$ cat config.mk
export PLATFORM = sky130hd
export DESIGN_NAME = vscale_mem_arbiter
export DESIGN_NICKNAME = d
export VERILOG_FILES = /design/src/rtl/vscale_mem_arbiter_pkg.sv /design/src/rtl/vscale_mem_skid.sv /design/src/rtl/vscale_mem_arbiter.sv
export SDC_FILE = /design/constraint.sdc
export NUM_CORES = 1
export LEC_CHECK = 0
export ABC_CLOCK_PERIOD_IN_PS = 4000
export BUFFER_PORTS_ARGS = -buffer_cell sky130_fd_sc_hd__clkbuf_2
export CORE_MARGIN = 8
export CORE_UTILIZATION = 44
export CTS_BUF_LIST = sky130_fd_sc_hd__clkbuf_4 sky130_fd_sc_hd__clkbuf_8
export CTS_CLUSTER_SIZE = 20
export DETAILED_ROUTE_END_ITERATION = 12
export PLACE_DENSITY = 0.84
export SYNTH_ARGS = -nofsm -noshare
export SYNTH_HDL_FRONTEND = slang
export SYNTH_SLANG_ARGS = --single-unit
$ cat constraint.sdc
create_clock -name clk -period 4 [get_ports clk]
set_input_delay 0.8 -clock clk [delete_from_list [all_inputs] [get_ports clk]]
set_output_delay 0.8 -clock clk [all_outputs]
set_load 0.01 [all_outputs]
$ cat src/rtl/vscale_mem_arbiter_pkg.sv
// rtl/vscale_mem_arbiter_pkg.sv - shared constants for the imem/dmem port arbiter
package vscale_mem_arbiter_pkg;

  localparam int XPR_LEN_DEFAULT        = 32;
  localparam int MEM_TYPE_WIDTH_DEFAULT = 3;

  // Access size presented for instruction fetches (full word).
  localparam logic [MEM_TYPE_WIDTH_DEFAULT-1:0] MEM_TYPE_W = 3'd2;

  // Owner of the data phase currently in flight on the shared port.
  localparam logic [1:0] MEM_OWNER_NONE = 2'd0;
  localparam logic [1:0] MEM_OWNER_IMEM = 2'd1;
  localparam logic [1:0] MEM_OWNER_DMEM = 2'd2;

endpackage

$ cat src/rtl/vscale_mem_skid.sv
// rtl/vscale_mem_skid.sv - one-entry capture/replay register for a deferred request
module vscale_mem_skid #(
  parameter int WIDTH = 32
) (
  input  logic             clk,
  input  logic             reset,
  input  logic             capture,
  input  logic             clear,
  input  logic [WIDTH-1:0] din,
  output logic             valid,
  output logic [WIDTH-1:0] dout
);

  // Entry valid flag: a capture wins over a clear; reset drops the entry.
  always_ff @(posedge clk) begin
    if (reset) begin
      valid <= 1'b0;
    end else if (capture) begin
      valid <= 1'b1;
    end else if (clear) begin
      valid <= 1'b0;
    end
  end

  // Payload is only meaningful while valid, so it needs no reset.
  always_ff @(posedge clk) begin
    if (capture) begin
      dout <= din;
    end
  end

endmodule

$ cat src/rtl/vscale_mem_arbiter.sv
// rtl/vscale_mem_arbiter.sv - fixed-priority sharing of one pipelined memory port by imem and dmem
module vscale_mem_arbiter
  import vscale_mem_arbiter_pkg::*;
#(
  parameter int XPR_LEN        = XPR_LEN_DEFAULT,
  parameter int MEM_TYPE_WIDTH = MEM_TYPE_WIDTH_DEFAULT
) (
  input  logic                      clk,
  input  logic                      reset,
  input  logic [XPR_LEN-1:0]        imem_addr,
  output logic [XPR_LEN-1:0]        imem_rdata,
  output logic                      imem_wait,
  output logic                      imem_badmem_e,
  input  logic                      dmem_en,
  input  logic                      dmem_wen,
  input  logic [MEM_TYPE_WIDTH-1:0] dmem_size,
  input  logic [XPR_LEN-1:0]        dmem_addr,
  input  logic [XPR_LEN-1:0]        dmem_wdata_delayed,
  output logic [XPR_LEN-1:0]        dmem_rdata,
  output logic                      dmem_wait,
  output logic                      dmem_badmem_e,
  output logic                      mem_en,
  output logic                      mem_wen,
  output logic [MEM_TYPE_WIDTH-1:0] mem_size,
  output logic [XPR_LEN-1:0]        mem_addr,
  output logic [XPR_LEN-1:0]        mem_wdata,
  input  logic [XPR_LEN-1:0]        mem_rdata,
  input  logic                      mem_wait,
  input  logic                      mem_badmem_e
);

  localparam int DPEND_W = XPR_LEN + 1 + MEM_TYPE_WIDTH;

  logic [1:0]                dp_owner;
  logic                      advance;
  logic                      live_d;
  logic                      live_i;

  logic                      ipend_valid;
  logic                      ipend_capture;
  logic                      ipend_clear;
  logic [XPR_LEN-1:0]        ipend_addr;

  logic                      dpend_valid;
  logic                      dpend_capture;
  logic                      dpend_clear;
  logic [DPEND_W-1:0]        dpend_data;
  logic [XPR_LEN-1:0]        dpend_addr;
  logic                      dpend_wen;
  logic [MEM_TYPE_WIDTH-1:0] dpend_size;

  logic [1:0]                sel_owner;
  logic                      sel_ipend;
  logic [XPR_LEN-1:0]        sel_addr;
  logic                      sel_wen;
  logic [MEM_TYPE_WIDTH-1:0] sel_size;

  assign {dpend_addr, dpend_wen, dpend_size} = dpend_data;

  // A side waits while its request sits in the pending register or its data phase stalls.
  assign imem_wait = ipend_valid | ((dp_owner == MEM_OWNER_IMEM) & mem_wait);
  assign dmem_wait = dpend_valid | ((dp_owner == MEM_OWNER_DMEM) & mem_wait);

  // Live requests only count when the requester is not already waiting.
  assign live_d  = dmem_en & ~dmem_wait;
  assign live_i  = ~imem_wait;
  assign advance = ~((dp_owner != MEM_OWNER_NONE) & mem_wait);

  // Address-phase source: pending data, live data, pending fetch, live fetch.
  always_comb begin
    sel_owner = MEM_OWNER_NONE;
    sel_ipend = 1'b0;
    sel_addr  = '0;
    sel_wen   = 1'b0;
    sel_size  = '0;
    if (dpend_valid) begin
      sel_owner = MEM_OWNER_DMEM;
      sel_addr  = dpend_addr;
      sel_wen   = dpend_wen;
      sel_size  = dpend_size;
    end else if (live_d) begin
      sel_owner = MEM_OWNER_DMEM;
      sel_addr  = dmem_addr;
      sel_wen   = dmem_wen;
      sel_size  = dmem_size;
    end else if (ipend_valid) begin
      sel_owner = MEM_OWNER_IMEM;
      sel_ipend = 1'b1;
      sel_addr  = ipend_addr;
      sel_size  = MEM_TYPE_W;
    end else if (live_i) begin
      sel_owner = MEM_OWNER_IMEM;
      sel_addr  = imem_addr;
      sel_size  = MEM_TYPE_W;
    end
  end

  assign mem_en   = (sel_owner != MEM_OWNER_NONE) & ~reset;
  assign mem_wen  = sel_wen;
  assign mem_size = sel_size;
  assign mem_addr = sel_addr;

  // An unserved fetch is parked when a data access takes the slot (pending or live,
  // otherwise the fetch would see wait=0 with no data phase) or when the port stalls.
  assign ipend_capture = live_i & (advance ? (sel_owner == MEM_OWNER_DMEM) : 1'b1);
  assign ipend_clear   = advance & sel_ipend;
  assign dpend_capture = ~advance & live_d;
  assign dpend_clear   = advance & dpend_valid;

  vscale_mem_skid #(
    .WIDTH (XPR_LEN)
  ) u_ipend (
    .clk     (clk),
    .reset   (reset),
    .capture (ipend_capture),
    .clear   (ipend_clear),
    .din     (imem_addr),
    .valid   (ipend_valid),
    .dout    (ipend_addr)
  );

  vscale_mem_skid #(
    .WIDTH (DPEND_W)
  ) u_dpend (
    .clk     (clk),
    .reset   (reset),
    .capture (dpend_capture),
    .clear   (dpend_clear),
    .din     ({dmem_addr, dmem_wen, dmem_size}),
    .valid   (dpend_valid),
    .dout    (dpend_data)
  );

  // Data-phase owner follows the accepted address phase and holds through stalls.
  always_ff @(posedge clk) begin
    if (reset) begin
      dp_owner <= MEM_OWNER_NONE;
    end else if (advance) begin
      dp_owner <= sel_owner;
    end
  end

  assign imem_rdata    = mem_rdata;
  assign dmem_rdata    = mem_rdata;
  assign mem_wdata     = dmem_wdata_delayed;
  assign imem_badmem_e = mem_badmem_e & (dp_owner == MEM_OWNER_IMEM);
  assign dmem_badmem_e = mem_badmem_e & (dp_owner == MEM_OWNER_DMEM);

endmodule

==> flow_summary_export.csv <==
group,metric,value,unit
finish,seq_area,2120,um2
die,start_util,0.451,
timing,period_share,0.768,
die,fp.dieH,113,um
finish,layout_commonest_cell,"clkbuf_2",
clock_network,cts_hold_buffers,0,
setup_path,path_cells,"clkbuf_2 -> and3b_1 -> or2_1 -> buf_4 -> a31oi_1 -> clkbuf_2",
finish,mostFrequentLayoutCells,"clkbuf_2, edfxtp_1, a21oi_1, nand3b_1, o32ai_1",
clock_network,cts_setup_buffers,0,
detailed_routing,drtPass1Iterations,5,
setup_path,path_buf_inv,3,
clock_network,htreeDepth,3,
detailed_routing,drt_iter0_drc,202,
synth,avgSynthCellArea,11.3,um2
timing,rsz0062_at_grt,"false",
detailed_routing,via_per_inst,5.99,
setup_path,crit_family,"buffers and inverters",
timing,hold_viol_final,0,
clock_network,cts_buffers,9,
timing,fin_crit,3.07,ns
setup_path,crit_path_max_incr_delay,0.40,ns
clock_network,clk_latency,0.35,ns
synth,netlist_area,4120,um2
clock_network,cts.sinks,72,
setup_path,path_class,"in2out",
setup_path,start_kind,"input pin",
detailed_routing,postRouteAntennaNets,0,
timing,worst_slew_pin_slew,1.07,ns
run,cap_violations,0,
setup_path,crit_slowest_cell,"or2_1",
placement,hpwlAfterDp,7.64,mm
timing,setup_viol,0,
clock_network,clock_path_buffers,2,
finish,n_antenna_cell,0,
setup_path,regToRegSetupSlack,1.56,ns
clock_network,cts_tree,"done",
outcome,outcome,"finished clean",
timing,fmax,325,MHz
power,ir_worst_vdd,0.204,mV
global_route,grt_pass1_wl,16.7,mm
synth,synth_area_leader_cell,"edfxtp_1",
power,p_per_area,410,nW/um2
global_route,grt.overflow.total,0,
timing,maxSlewHeadroom,0.282,
finish,multi_input_comb_area,1130,um2
synth,synth.top_cell.area_share,0.495,
finish,fillCellCount,827,
timing,final_max_slew_viol_count,0,
timing,finalClockSkew,0.00728,ns
power,finalPower,0.00173,W
synth,synth.distinct_cells,25,
finish,area_growth,2.09,%
global_route,track_usage,0.167,
die,die-area,12700,um2
synth,synth_nets,503,
detailed_routing,wl,10.8,mm
clock_network,root_buffer,"clkbuf_8",
clock_network,post_cts_resized,0,
setup_path,critPathMaxFanout,25,
placement,gp_congestion,0.772,
setup_path,endpoint_kind,"output pin",
setup_path,crit_required,3.20,ns
timing,finalSetupTns,0,ns
clock_network,clk_pin_slew,0.08,ns
synth,synth_seq_cells,72,
detailed_routing,drc_errors,0,
die,die_x,113,um
hold_path,hp-class,"reg2reg",
placement,portBuffers,113,
global_route,antenna_found_initial,0,
finish,layout.nets,508,
synth,syn_inst,366,
power,power_leakage,1.55,nW
detailed_routing,wl_per_cell,22.2,um
synth,yosys_warnings,0,
die,core-area,9150,um2
setup_path,critPathMostFrequentCell,"clkbuf_2",
finish,fin_util,0.460,
setup_path,cp.arrival,2.27,ns
die,io_pins,274,
global_route,grt_max_degree,68,
finish,layout-drive-gt1-share,0.386,
die,rows,35,
global_route,grt_pass1_vias,3130,
synth,seq_area_frac_synth,0.515,
detailed_routing,vias,2916,
synth,synth_area_leaders,"edfxtp_1, buf_4, o32ai_1",
Yosys cell counts:
| library cell | n |
|---|---|
| buf_4 | 97 |
| edfxtp_1 | 68 |
| a21oi_1 | 37 |
| nand3b_1 | 34 |
| o32ai_1 | 32 |
| a31oi_1 | 31 |
| clkbuf_1 | 23 |
| buf_6 | 5 |
| nand2_1 | 5 |
| dfxtp_1 | 4 |
| o21ai_0 | 4 |
| a22o_1 | 3 |
| and3b_1 | 3 |
| buf_2 | 3 |
| nand2b_1 | 3 |
| nor2_1 | 3 |
| a31oi_2 | 2 |
| nor3_1 | 2 |
| clkinv_1 | 1 |
| inv_1 | 1 |
| nor4bb_1 | 1 |
| o221ai_1 | 1 |
| or2_1 | 1 |
| or2_2 | 1 |
| or3_1 | 1 |
final cells by class:
cell class,count,area share
clock buffers,9,0.0294
inverters,2,0.00178
flip-flops and latches,72,0.505
repair buffers,122,0.150
well taps,111,0.0330
clock inverters,7,0.0131
multi-input cells,164,0.268
flip-flops by register name, summed over array words and instances, names as in the netlist:
name / count
u_ipend.valid: 1
dp_owner: 2
u_dpend.dout: 36
u_ipend.dout: 32
u_dpend.valid: 1
cell families (layout without fill, tap and decap cells):
family          after synthesis  after routing  synth area share
compound gates              110            110             0.179
buf+inv                     130            140             0.217
flops                        72             72             0.515
simple gates                 54             54            0.0895
metrics by stage:
step / instance area (um2) / setup slack [ns] / hold WS, ns / cells
floorplan: 4120 / 0.714 / 0.498 / 366
global route: 4210 / 0.820 / 0.607 / 487
finish: 4210 / 0.927 / 0.561 / 487
global placement: 4030 / 1.01 / 0.529 / 471
CTS: 4210 / 0.942 / 0.552 / 487
detailed placement: 4030 / 0.966 / 0.540 / 471
metal layers:
metal,global-route usage,part of all wire
met1,0.190,0.39
met5,0,0
met2,0.273,0.48
met4,0.0638,0.017
met3,0.0698,0.12
power breakdown:
part / total (W) / switching, W / internal (W)
clock network: 0.000527 / 0.000297 / 0.000230
logic: 0.000297 / 0.000169 / 0.000129
registers: 0.000902 / 0.0000283 / 0.000874
path summary, 6_finish.rpt:
path	start	endpoint	cells past startpoint
setup / recovery	mem_wait	mem_addr[10]	6
hold reg to reg	dp_owner[1]	u_dpend.valid	2
hold / removal	dp_owner[1]	u_dpend.valid	2
setup reg to reg	u_dpend.valid	u_ipend.dout[23]	4
tightest hold or removal path, cell delays in order, from the launching register on:
cell	delay [ns]
dfxtp_1	0.38
nand2_1	0.09
a21oi_1	0.06
Power figures use the tool's default switching activity.
